<file path="config.mk">
export PLATFORM = sky130hd
export DESIGN_NAME = lm75_poll_ctrl
export DESIGN_NICKNAME = d
export VERILOG_FILES = /design/src/rtl/lm75_pkg.sv /design/src/rtl/lm75_poll_timer.sv /design/src/rtl/lm75_poll_ctrl.sv
export SDC_FILE = /design/constraint.sdc
export NUM_CORES = 1
export LEC_CHECK = 0
export CAP_MARGIN = 20
export CELL_PAD_IN_SITES_DETAIL_PLACEMENT = 1
export CELL_PAD_IN_SITES_GLOBAL_PLACEMENT = 1
export CORE_ASPECT_RATIO = 2
export CORE_MARGIN = 2
export CORE_UTILIZATION = 44
export DETAILED_ROUTE_END_ITERATION = 10
export GPL_TIMING_DRIVEN = 0
export PLACE_DENSITY_LB_ADDON = 0.08
export RECOVER_POWER = 50
export SYNTH_ARGS = -nofsm -noshare
export SYNTH_HDL_FRONTEND = slang
export SYNTH_SLANG_ARGS = --single-unit
</file>
<file path="constraint.sdc">
create_clock -name CLK -period 3.3 [get_ports CLK]
set_input_delay 0.495 -clock CLK [delete_from_list [all_inputs] [get_ports CLK]]
set_output_delay 0.495 -clock CLK [all_outputs]
set_load 0.02 [all_outputs]
</file>
<file path="src/rtl/lm75_pkg.sv">
// Shared encodings for the LM75 poll controller: I2C master command codes,
// LM75 register pointers and the transaction sequencer state enum.
package lm75_pkg;

  typedef enum logic [2:0] {
    CMD_START   = 3'd0,
    CMD_WR      = 3'd1,
    CMD_RD_ACK  = 3'd2,
    CMD_RD_NACK = 3'd3,
    CMD_STOP    = 3'd4
  } i2c_cmd_e;

  localparam logic [7:0] PTR_TEMP  = 8'd0;
  localparam logic [7:0] PTR_CONF  = 8'd1;
  localparam logic [7:0] PTR_THYST = 8'd2;
  localparam logic [7:0] PTR_TOS   = 8'd3;

  typedef enum logic [3:0] {
    S_IDLE,
    S_START,
    S_ADDR_W,
    S_PTR,
    S_RSTART,
    S_ADDR_R,
    S_RD_MSB,
    S_RD_LSB,
    S_WD_HI,
    S_WD_LO,
    S_STOP,
    S_ERR_STOP
  } state_e;

endpackage

</file>
<file path="src/rtl/lm75_poll_timer.sv">
// Free-running poll interval timer; raises poll_pend on each wrap and holds it
// until the sequencer launches a poll (clr). At most one poll is ever queued.
module lm75_poll_timer #(
  parameter int unsigned POLL_CYC = 500_000_000
) (
  input  logic CLK,
  input  logic rst_n,
  input  logic clr,
  output logic poll_pend
);

  logic [31:0] cnt;
  logic        wrap;

  assign wrap = (cnt == POLL_CYC - 1);

  always_ff @(posedge CLK or negedge rst_n) begin
    if (!rst_n) begin
      cnt       <= '0;
      poll_pend <= 1'b1;
    end else begin
      cnt <= wrap ? '0 : cnt + 32'd1;
      if (wrap)
        poll_pend <= 1'b1;
      else if (clr)
        poll_pend <= 1'b0;
    end
  end

endmodule

</file>
<file path="src/rtl/lm75_poll_ctrl.sv">
// LM75 transaction sequencer: periodic temperature poll arbitrated against host
// config writes, driving a byte-level I2C master. Define LM75_AVG_EN to publish
// a 4-sample running mean instead of the raw reading.
module lm75_poll_ctrl
  import lm75_pkg::*;
#(
  parameter int unsigned POLL_CYC    = 500_000_000,
  parameter logic [6:0]  DEV_ADDR    = 7'h48,
  parameter int unsigned TIMEOUT_CYC = 1_000_000
) (
  input  logic        CLK,
  input  logic        rst_n,
  output logic [2:0]  i2c_cmd,
  output logic [7:0]  i2c_wdata,
  output logic        i2c_cmd_valid,
  input  logic        i2c_cmd_ready,
  input  logic        i2c_done,
  input  logic [7:0]  i2c_rdata,
  input  logic        i2c_nack,
  input  logic        cfg_req,
  input  logic [1:0]  cfg_ptr,
  input  logic [15:0] cfg_wdata,
  output logic        cfg_ack,
  output logic [8:0]  temp_data,
  output logic        temp_valid,
  output logic        busy,
  output logic        err_nack,
  output logic        err_timeout
);

  state_e      state, state_n, nxt;
  i2c_cmd_e    cmd;
  logic        wait_done, wait_n;
  logic        poll_pend, last_cfg, is_cfg;
  logic [1:0]  ptr_q;
  logic [15:0] wdata_q;
  logic [7:0]  msb_q;
  logic [31:0] wd;
  logic        adv, tmo, is_wr, valid;
  logic        grant_poll, grant_cfg, grant_bad, nack_hit, end_ok, end_err;
  logic [8:0]  sample, new_temp;
  logic        unused_rdata;

  assign unused_rdata = ^i2c_rdata[6:0];
  assign sample       = {msb_q, i2c_rdata[7]};

  lm75_poll_timer #(.POLL_CYC(POLL_CYC)) u_timer (
    .CLK       (CLK),
    .rst_n     (rst_n),
    .clr       (grant_poll),
    .poll_pend (poll_pend)
  );

  always_ff @(posedge CLK or negedge rst_n) begin
    if (!rst_n) begin
      state     <= S_IDLE;
      wait_done <= 1'b0;
    end else begin
      state     <= state_n;
      wait_done <= wait_n;
    end
  end

  always_comb begin
    state_n    = state;
    wait_n     = wait_done;
    nxt        = S_IDLE;
    cmd        = CMD_START;
    i2c_wdata  = '0;
    is_wr      = 1'b0;
    valid      = 1'b0;
    grant_poll = 1'b0;
    grant_cfg  = 1'b0;
    grant_bad  = 1'b0;
    nack_hit   = 1'b0;
    end_ok     = 1'b0;
    end_err    = 1'b0;
    adv        = wait_done && i2c_done;
    tmo        = (state != S_IDLE) && !adv && (wd == TIMEOUT_CYC - 1);
    case (state)
      S_IDLE: begin
        // The ack cycle is skipped so a host still holding cfg_req is not re-granted.
        if (!cfg_ack) begin
          if (cfg_req && !(last_cfg && poll_pend)) begin
            if (cfg_ptr == 2'd0) grant_bad = 1'b1;
            else begin
              grant_cfg = 1'b1;
              state_n   = S_START;
            end
          end else if (poll_pend) begin
            grant_poll = 1'b1;
            state_n    = S_START;
          end
        end
      end
      S_START:  nxt = S_ADDR_W;
      S_ADDR_W: begin cmd = CMD_WR; is_wr = 1'b1; i2c_wdata = {DEV_ADDR, 1'b0}; nxt = S_PTR; end
      S_PTR: begin
        cmd       = CMD_WR;
        is_wr     = 1'b1;
        i2c_wdata = is_cfg ? {6'd0, ptr_q} : PTR_TEMP;
        if (!is_cfg)                  nxt = S_RSTART;
        else if (ptr_q == PTR_CONF[1:0]) nxt = S_WD_LO;
        else                          nxt = S_WD_HI;
      end
      S_RSTART: nxt = S_ADDR_R;
      S_ADDR_R: begin cmd = CMD_WR; is_wr = 1'b1; i2c_wdata = {DEV_ADDR, 1'b1}; nxt = S_RD_MSB; end
      S_RD_MSB: begin cmd = CMD_RD_ACK;  nxt = S_RD_LSB; end
      S_RD_LSB: begin cmd = CMD_RD_NACK; nxt = S_STOP; end
      S_WD_HI:  begin cmd = CMD_WR; is_wr = 1'b1; i2c_wdata = wdata_q[15:8]; nxt = S_WD_LO; end
      S_WD_LO:  begin cmd = CMD_WR; is_wr = 1'b1; i2c_wdata = wdata_q[7:0];  nxt = S_STOP; end
      S_STOP, S_ERR_STOP: begin cmd = CMD_STOP; nxt = S_IDLE; end
      default: state_n = S_IDLE;
    endcase
    if (state != S_IDLE) begin
      valid = !wait_done && !tmo;
      if (valid && i2c_cmd_ready) wait_n = 1'b1;
      if (adv) begin
        wait_n = 1'b0;
        if (is_wr && i2c_nack) begin
          state_n  = S_ERR_STOP;
          nack_hit = 1'b1;
        end else begin
          state_n = nxt;
          end_ok  = (state == S_STOP);
          end_err = (state == S_ERR_STOP);
        end
      end
      if (tmo) begin
        state_n = S_IDLE;
        wait_n  = 1'b0;
      end
    end
  end

  assign i2c_cmd       = cmd;
  assign i2c_cmd_valid = valid;
  assign busy          = (state != S_IDLE);

`ifdef LM75_AVG_EN
  logic [8:0]  hist0, hist1, hist2;
  logic        primed;
  logic [10:0] sum;

  // Until primed, the sum is the sample times four so the mean equals the raw reading.
  assign sum = primed ? ({{2{sample[8]}}, sample} + {{2{hist0[8]}}, hist0} +
                         {{2{hist1[8]}}, hist1} + {{2{hist2[8]}}, hist2})
                      : {sample, 2'b00};
  assign new_temp = sum[10:2];

  always_ff @(posedge CLK or negedge rst_n) begin
    if (!rst_n) begin
      hist0  <= '0;
      hist1  <= '0;
      hist2  <= '0;
      primed <= 1'b0;
    end else if (state == S_RD_LSB && adv) begin
      primed <= 1'b1;
      hist0  <= sample;
      hist1  <= primed ? hist0 : sample;
      hist2  <= primed ? hist1 : sample;
    end
  end
`else
  assign new_temp = sample;
`endif

  always_ff @(posedge CLK or negedge rst_n) begin
    if (!rst_n) begin
      wd          <= '0;
      last_cfg    <= 1'b0;
      is_cfg      <= 1'b0;
      ptr_q       <= '0;
      wdata_q     <= '0;
      msb_q       <= '0;
      cfg_ack     <= 1'b0;
      temp_data   <= '0;
      temp_valid  <= 1'b0;
      err_nack    <= 1'b0;
      err_timeout <= 1'b0;
    end else begin
      cfg_ack    <= 1'b0;
      temp_valid <= 1'b0;
      wd <= (state == S_IDLE || i2c_done || tmo) ? '0 : wd + 32'd1;
      if (grant_poll) begin
        is_cfg   <= 1'b0;
        last_cfg <= 1'b0;
      end
      if (grant_cfg) begin
        is_cfg   <= 1'b1;
        last_cfg <= 1'b1;
        ptr_q    <= cfg_ptr;
        wdata_q  <= cfg_wdata;
      end
      if (grant_bad) begin
        last_cfg <= 1'b1;
        cfg_ack  <= 1'b1;
        err_nack <= 1'b1;
      end
      if (nack_hit) err_nack <= 1'b1;
      if (end_ok) begin
        err_nack    <= 1'b0;
        err_timeout <= 1'b0;
      end
      if (tmo) err_timeout <= 1'b1;
      if ((end_ok || end_err || tmo) && is_cfg) cfg_ack <= 1'b1;
      if (state == S_RD_MSB && adv) msb_q <= i2c_rdata;
      if (state == S_RD_LSB && adv) begin
        temp_valid <= 1'b1;
        temp_data  <= new_temp;
      end
    end
  end

endmodule

</file>
== Word level (Yosys, flattened, before mapping) ==
Cells that the tools add are included.

* Multiplexer cells: 55
* Reduce and logical (&&, ||, !) cells: 33
* Equality and inequality tests: 14
* $add $sub $neg: 2

{| class="wikitable"
|+ Operators by type and width
! cell !! count
|-
| 32-bit by 1-bit adder with 32-bit output (second input constant) || 2
|-
| 32-bit 2-to-1 mux || 2
|-
| 8-bit one-hot mux with 5 select lines || 1
|-
| 1-bit 2-to-1 mux || 39
|-
| 4-bit 2-to-1 mux || 9
|-
| 32-bit by 20-bit == test with 1-bit output (second input constant) || 1
|-
| 32-bit by 29-bit == test with 1-bit output (second input constant) || 1
|-
| 4-bit one-hot mux with 8 select lines || 1
|-
| 4-bit by 3-bit == test with 1-bit output (second input constant) || 4
|-
| 4-bit == test (second input constant) || 4
|-
| 3-bit one-hot mux with 4 select lines || 1
|-
| 1-bit logical AND || 11
|-
| 11-bit OR reduction || 1
|-
| 3-bit nonzero test || 3
|-
| 4-bit by 2-bit == test with 1-bit output (second input constant) || 2
|-
| 4-bit one-hot mux with 2 select lines || 1
|-
| 2-bit nonzero test || 3
|-
| 5-bit OR reduction || 1
|-
| 4-bit by 1-bit == test with 1-bit output (second input constant) || 1
|-
| 1-bit logical NOT || 4
|-
| 4-bit logical NOT || 1
|-
| 1-bit logical OR || 4
|-
| 4-bit nonzero test || 1
|-
| 2-bit OR reduction || 2
|-
| other kinds (4) || 4
|}

* Input port bits: 32
* Logic and storage cells: 119
* Register bits: 111

== Longest topological paths before layout ==
Gate-level depths: netlist of run 1.

* Depth in word-level cells: 11
* Mapped depth: 9

== Cells and area by module ==
Synthesis of run 1 repeated with hierarchy kept, for this count alone.

* Cells, all modules: 537
* Area, all modules: 5567.8 um^2

{| class="wikitable"
|+ Modules (own cells, without submodules)
! module !! instances !! cells an instance !! area an instance (um^2)
|-
| lm75_poll_ctrl || 1 || 352 || 3827.4
|-
| lm75_poll_timer || 1 || 185 || 1740.4
|}

== Worst setup path after synthesis of run 1 ==
Ideal clock, no wire load.

* Kind: reg-to-output
* Start point: register wd[6]
* End point: output i2c_cmd_valid
* Cell stages (with the launch flop): 6
* Data arrival time: 2.062 ns
* Buffers on the path: 0
* Slack: 0.743 ns
* Path through: dfrtp_1 -> or4_1 -> or4_1 -> or3_4 -> nand2_1 -> nor2_1

* Word-level cells in the longest chain between the ends: 5

{| class="wikitable"
|+ Ends and longest elaborated chain
! element !! line !! source
|-
| from (decl) || lm75_poll_ctrl.sv:38 || <nowiki>logic [31:0] wd;</nowiki>
|-
| from (signal assigned) || lm75_poll_ctrl.sv:184 || <nowiki>wd <= (state == S_IDLE || i2c_done || tmo) ? '0 : wd + 32'd1;</nowiki>
|-
| 32-bit by 20-bit == test with 1-bit output || lm75_poll_ctrl.sv:79 || <nowiki>tmo = (state != S_IDLE) && !adv && (wd == TIMEOUT_CYC - 1);</nowiki>
|-
| 1-bit logical AND || lm75_poll_ctrl.sv:79 ||
|-
| 1-bit logical NOT || lm75_poll_ctrl.sv:116 || <nowiki>valid = !wait_done && !tmo;</nowiki>
|-
| 1-bit logical AND || lm75_poll_ctrl.sv:116 ||
|-
| 1-bit 2-to-1 mux || lm75_poll_ctrl.sv:115 || <nowiki>if (state != S_IDLE) begin</nowiki>
|-
| to (decl) || lm75_poll_ctrl.sv:15 || <nowiki>output logic i2c_cmd_valid,</nowiki>
|}

Every way passes these cells.

== Final worst setup path of run 1 ==
* Start point: register wd[7]
* End point: output i2c_cmd_valid

The elaborated chain is that of the path after synthesis.

==> flow_summary.json, run 1 <==
{
  "cts_sinks": 111,
  "drt_pass1_iterations": 4,
  "layout.nets": 631,
  "final_cell_count_no_fill": 749,
  "place_hpwl_um": 8870,
  "hold_class": "flop to flop",
  "finalSetupViolCount": 0,
  "worst-slew-pin-transition_ns": 2.58,
  "gp_routability_congestion": 0.800,
  "slew_viol_final": 46,
  "antenna_found_initial": 0,
  "min_from": "u_timer.cnt[31]",
  "fraction_of_the_cycle_the_final_worst_path_needs": 0.940,
  "numCtsBuffers": 9,
  "antenna_left": 0,
  "design_power_total_uw": 4140,
  "setup_tns_ns": 0,
  "ys_seq_elements": 111,
  "clock_latency_on_the_worst_skew_pair_ns": 0.36,
  "grt_most_used_layer": "met2",
  "gr-usage-all-layers": 0.206,
  "critical_path.slowest_cell": "or4_4",
  "grt-ovfl-total": 0,
  "groute.layer.met1.usage": 0.303,
  "cp-start-kind": "flop",
  "grt_use_met3": 0.0271,
  "worstPathRequired_ns": 2.80,
  "maximum_number_of_pins_on_one_net_before_global_route_repair": 67,
  "hold_violations": 0,
  "yosys_warning_count": 0,
  "tritoncts": "done",
  "grt_pass1_wl_um": 21100,
  "synth_nets": 558,
  "route.final.wire_length_um": 12500,
  "utilization": 0.538,
  "final_layout_size_suffix_gt1_frac": 0.120,
  "clkTransAtPathRegs_ns": 0.08,
  "synthesis.area_um2": 5340,
  "grt_use_met2": 0.312,
  "crit_fanout": 5,
  "slew_headroom": -0.723,
  "drv.max_cap_violation_count": 1,
  "die_height_um": 160,
  "endpoint_kind": "output pin",
  "crit_arrival_ns": 2.61,
  "die_area_um2": 13100,
  "number_of_global_route_vias_before_repair": 4266,
  "insertedDiodeCount": 0,
  "drt_iter0_drc": 142,
  "area.growth.synth_to_final_pct": 20.8,
  "synthDistinctLibCells": 47,
  "htree_levels": 3,
  "worst-path-buf-inv": 1,
  "r2r_start": "state[2]",
  "avgRoutedWirePerCell_um": 16.7,
  "critical_path_class": "flop to output pin",
  "number_of_synthesized_flops_with_an_enable_pin": 0,
  "synth_area_per_inst_um2": 10.2,
  "seq_area_frac_synth": 0.520,
  "cts_max_path_buffers": 2,
  "vdd_ir_drop_max_mv": 0.444,
  "post_synth_inst_count": 524,
  "post-route-min-period_ns": 3.10,
  "static_leakage_uw": 0.00271,
  "outcome": "finished, violations left",
  "ctsHoldBuffers": 0,
  "placementRows": 57,
  "synthArstFlopShare": 1.00,
  "max_stage_delay_ns": 0.56,
  "whs_ns": 0.469,
  "grt_setup_unrepaired": "false",
  "fmax_mhz": 322,
  "clk_root_buffer_cell": "clkbuf_16",
  "detailroute.via_count": 4143,
  "cellPowerDensity_nw_per_um2": 641,
  "path_delay_family": "simple AND/OR/NAND/NOR gates",
  "placeableCoreArea_um2": 12000,
  "post-place-cells": 730,
  "port_buffers": 57,
  "via_per_inst": 5.53,
  "crit_path_start": "wd[7]",
  "die_width_um": 81.9,
  "drcViolationCount": 0,
  "io_pins": 58,
  "main_synth_ff_type": "dfrtp_1",
  "violations": "max-capacitance violations, max-slew violations",
  "start_util": 0.446,
  "cp_cell_sequence": "or4_1, or4_4, or3_4, nand2_4, nor2_1, clkbuf_2",
  "fin_skew_ns": 0.0119
}
registers in the layout (all words and copies together) (netlist names), 2 cells and up:
register,flops
u_timer.cnt,32
state,4
wdata_q,16
temp_data,9
msb_q,8
ptr_q,2
wd,32
timing repair:
action                     4_1_cts  5_1_grt
resized for setup                4        6
buffers inserted                 0        3
pin swaps                        0        0
cloned                           0        0
setup endpoints to repair        1        6
cells in the mapped netlist (8+ instances only):
master,number,area share
dfrtp_1,110,0.52
nor2_1,73,0.051
nand2_1,44,0.031
xnor2_1,34,0.056
mux2_2,33,0.070
nand3_1,24,0.022
nand4_1,22,0.026
xor2_1,21,0.034
nor3_1,16,0.015
o21ai_0,16,0.015
inv_1,15,0.011
a21oi_1,12,0.011
clkbuf_1,11,0.0077
and3_1,9,0.011
nor4_1,8,0.0094
metal layers:
| metal | up-vias | wire length [um] |
|---|---|---|
| met4 | 0 | 178 |
| met3 | 13 | 388 |
| met2 | 76 | 5890 |
| li1 | 1979 | - |
| met1 | 2075 | 6050 |
| met5 | - | 0 |
placed cells by master, fill, tap and decap left out, types with 9 or more instances in the layout:
cell / instances
a21oi_1: 12
and3_1: 9
clkbuf_1: 12
clkbuf_16: 9
clkdlybuf4s50_1: 45
dfrtp_1: 110
dlygate4sd3_1: 9
inv_1: 15
mux2_2: 33
nand2_1: 43
nand3_1: 24
nand4_1: 22
nor2_1: 72
nor3_1: 16
o21ai_0: 16
xnor2_1: 34
xor2_1: 21
where the power goes:
part           total, uW  internal [uW]  switching [uW]  leakage, uW
clock               1070            530             539     0.000134
sequential          1800           1630             170      0.00145
combinational       1270            597             673      0.00112
total               4140           2750            1380      0.00271
worst reg2reg max path, delay by kind of cell (launching register included):
kind | cells | cell delay (ns)
AND/OR/NAND/NOR | 4 | 1.05
flip-flops | 1 | 0.37
multiplexers | 1 | 0.36
buffers and inverters | 4 | 0.90
metrics by stage:
| step | worst slack [ns] | area, um^2 |
|---|---|---|
| 2_1_floorplan | 0.743 | 5340 |
| 3_3_place_gp | -2.70 | 6090 |
| 3_5_place_dp | 0.0866 | 6130 |
| 4_1_cts | 0.0195 | 6430 |
| 5_1_grt | 0.0175 | 6450 |
| 6_report | 0.197 | 6450 |
area by class of cell:
class / instances / area, um^2
Clock inverter: 7 / 65.1
Inverter: 15 / 56.3
Sequential cell: 111 / 2780
Buffer: 19 / 90.1
Fill cell: 1373 / 5530
Tap cell: 147 / 184
Timing Repair Buffer: 62 / 619
Clock buffer: 9 / 225
Multi-Input combinational cell: 379 / 2430
final timing paths:
check	endpoint	slack, ns	depth (start not counted)
min in group asynchronous	u_timer.cnt[19]	0.94	1
min	u_timer.cnt[31]	0.47	1
max in group asynchronous	wait_done	0.89	1
max reg2reg	wdata_q[15]	0.51	9
max	i2c_cmd_valid	0.20	6
min reg2reg	u_timer.cnt[31]	0.47	1
cells by family (layout without fill, tap and decap cells):
logic type,Yosys count,after routing,share of synthesized area
AND/OR/NAND/NOR,238,238,0.226
flip-flops,111,111,0.520
XOR/XNOR,55,55,0.0902
AO/OA/AOI/OAI,46,46,0.0523
multiplexers,38,38,0.0790
buffers and inverters,34,112,0.0272
adder cells (fa/ha/maj),2,2,0.00469
Power figures use the tool's default switching activity.
==> inputs of run 2 (changes only) <==
--- a/config.mk
+++ b/config.mk
@@ -15,6 +15,7 @@
 export GPL_TIMING_DRIVEN = 0
 export PLACE_DENSITY_LB_ADDON = 0.08
 export RECOVER_POWER = 50
+export SETUP_SLACK_MARGIN = 0.05
 export SYNTH_ARGS = -nofsm -noshare
 export SYNTH_HDL_FRONTEND = slang
 export SYNTH_SLANG_ARGS = --single-unit
==> constraint.sdc (replaced) <==
create_clock -name CLK -period 3 [get_ports CLK]
set_input_delay 0.45 -clock CLK [delete_from_list [all_inputs] [get_ports CLK]]
set_output_delay 0.45 -clock CLK [all_outputs]
set_load 0.02 [all_outputs]
==> run 2 against run 1 <==
First-iteration DRC count is 2.8% lower. Utilization is 0.40 points higher. Die area stayed put. Non-clock buffer count is 3 higher. The flow still finishes with violations (max-capacitance violations, max-slew violations).
==> flow_summary.json, run 2 (synthesis results as in run 1) <==
{
  "outcome": "finished, violations left",
  "violations": "max-capacitance violations, max-slew violations",
  "r2r.worst_path.cells": 8,
  "placementRows": 57,
  "slew_viol_final": 46,
  "detailroute.via_count": 4170,
  "worst-slew-pin-transition_ns": 2.14,
  "mostFrequentLayoutCells": "dfrtp_1, nor2_1, nand2_1, clkdlybuf4s50_1, xnor2_1",
  "post-route-min-period_ns": 2.90,
  "worstPathRequired_ns": 2.55,
  "place_hpwl_um": 8870,
  "number_of_global_route_vias_before_repair": 4277,
  "drcViolationCount": 0,
  "final_cell_count_no_fill": 752,
  "endpoint_kind": "output pin",
  "ctsHoldBuffers": 0,
  "gp_routability_congestion": 0.800,
  "layout.nets": 634,
  "die_area_um2": 13100,
  "hold_violations": 0,
  "slew_headroom": -0.427,
  "hold_class": "flop to flop",
  "fmax_mhz": 345,
  "finalSetupViolCount": 0,
  "gr-usage-all-layers": 0.207,
  "critical_path_class": "flop to output pin",
  "drt_pass1_iterations": 4,
  "layout_commonest_cell": "dfrtp_1",
  "grt_most_used_layer": "met2",
  "tritoncts": "done",
  "grt_setup_unrepaired": "true",
  "register_area_um2": 2780,
  "cts_max_path_buffers": 2,
  "whs_ns": 0.469,
  "cp-start-kind": "flop",
  "post-place-cells": 730,
  "groute.layer.met1.usage": 0.305,
  "drt_iter0_drc": 138,
  "final_layout_size_suffix_gt1_frac": 0.132,
  "die_height_um": 160,
  "avgRoutedWirePerCell_um": 16.8,
  "crit_fanout": 3,
  "reg.largest.list": "u_timer.cnt x32, wd x32, wdata_q x16",
  "start_util": 0.446,
  "grt_pass1_wl_um": 21200,
  "grt_use_met3": 0.0266,
  "clock_latency_on_the_worst_skew_pair_ns": 0.35,
  "numCtsBuffers": 9,
  "fin_skew_ns": 0.00971,
  "timing.hold.worst_endpoint": "u_timer.cnt[31]",
  "reg2reg_setup_slack_ns": 0.28,
  "cts_sinks": 111,
  "fraction_of_the_cycle_the_final_worst_path_needs": 0.966,
  "port_buffers": 57,
  "route.final.wire_length_um": 12600,
  "min_from": "u_timer.cnt[31]",
  "placeableCoreArea_um2": 12000,
  "crit_arrival_ns": 2.45,
  "grt_use_met2": 0.313,
  "area.growth.synth_to_final_pct": 21.7,
  "vdd_ir_drop_max_mv": 0.488,
  "grt-ovfl-total": 0,
  "io_pins": 58,
  "drv.max_cap_violation_count": 1,
  "clk_root_buffer_cell": "clkbuf_16",
  "via_per_inst": 5.55,
  "antenna_left": 0,
  "crit_path_start": "wd[22]",
  "antenna_found_initial": 0,
  "reg_to_reg_end": "wdata_q[15]",
  "insertedDiodeCount": 0,
  "cellPowerDensity_nw_per_um2": 701,
  "htree_levels": 3,
  "hold-path-cell-count": 1,
  "clkTransAtPathRegs_ns": 0.08,
  "maximum_number_of_pins_on_one_net_before_global_route_repair": 67,
  "r2r_start": "state[2]",
  "multiInputGateArea_um2": 2450,
  "static_leakage_uw": 0.00273,
  "die_width_um": 81.9,
  "fillers": 1362
}
[run 2: cell count changes in the layout (fill, tap and decap cells not counted), sizes merged]
cell           delta
dlymetal6s2s      -1
clkdlybuf4s50     -2
dlygate4sd2       +4
clkbuf            -4
buf               +6
[run 2: layout make-up]
class / count / area share
Tap cell: 147 / 0.0283
Timing Repair Buffer: 66 / 0.101
Inverter: 15 / 0.00866
Clock inverter: 7 / 0.0100
Multi-Input combinational cell: 379 / 0.376
Sequential cell: 111 / 0.428
Clock buffer: 9 / 0.0347
Buffer: 18 / 0.0135
[run 2: metal layers]
metal	routed length [um]	share of wire	vias up
met1	6060	0.48	2086
met3	413	0.033	14
li1	-	-	1985
met5	0	0	-
met2	5990	0.47	85
met4	181	0.014	0
[run 2: worst max-delay path, stage by stage, from the launching register on]
cell and delay [ns]:
dfrtp_1 0.39, or4_1 0.52, or4_4 0.56, or3_4 0.37, nand2_4 0.08, nor2_2 0.04, buf_6 0.13
[run 2: what timing repair did]
item                       4_1_cts  5_1_grt
gates resized for setup         13        7
setup endpoints to repair       10       11
pin swaps                        2        1
cloned                           0        0
setup buffers                    3        4
[run 2: worst max path at each step]
stage                    endpoint
floorplan           i2c_cmd_valid
global placement           wd[27]
detailed placement  i2c_cmd_valid
CTS                 i2c_cmd_valid
global route        i2c_cmd_valid
finish              i2c_cmd_valid
[run 2: stage by stage]
step	worst slack, ns	util	power, uW	TNS (ns)	instance area (um^2)
after detailed placement	-0.168	0.512	3430	-0.168	6130
final	0.101	0.542	4560	0	6500
after global routing	0.0262	0.542	4830	0	6500
after global placement	-2.96	0.509	3380	-325.79	6090
after floorplan	0.488	-	2840	0	5340
after CTS	0.0185	0.538	4610	0	6450
[run 2: power breakdown]
part | leakage, uW | switching, uW | internal [uW] | total [uW]
clock network | 0.000134 | 588 | 583 | 1170
logic | 0.00115 | 724 | 662 | 1390
registers | 0.00145 | 211 | 1790 | 2000
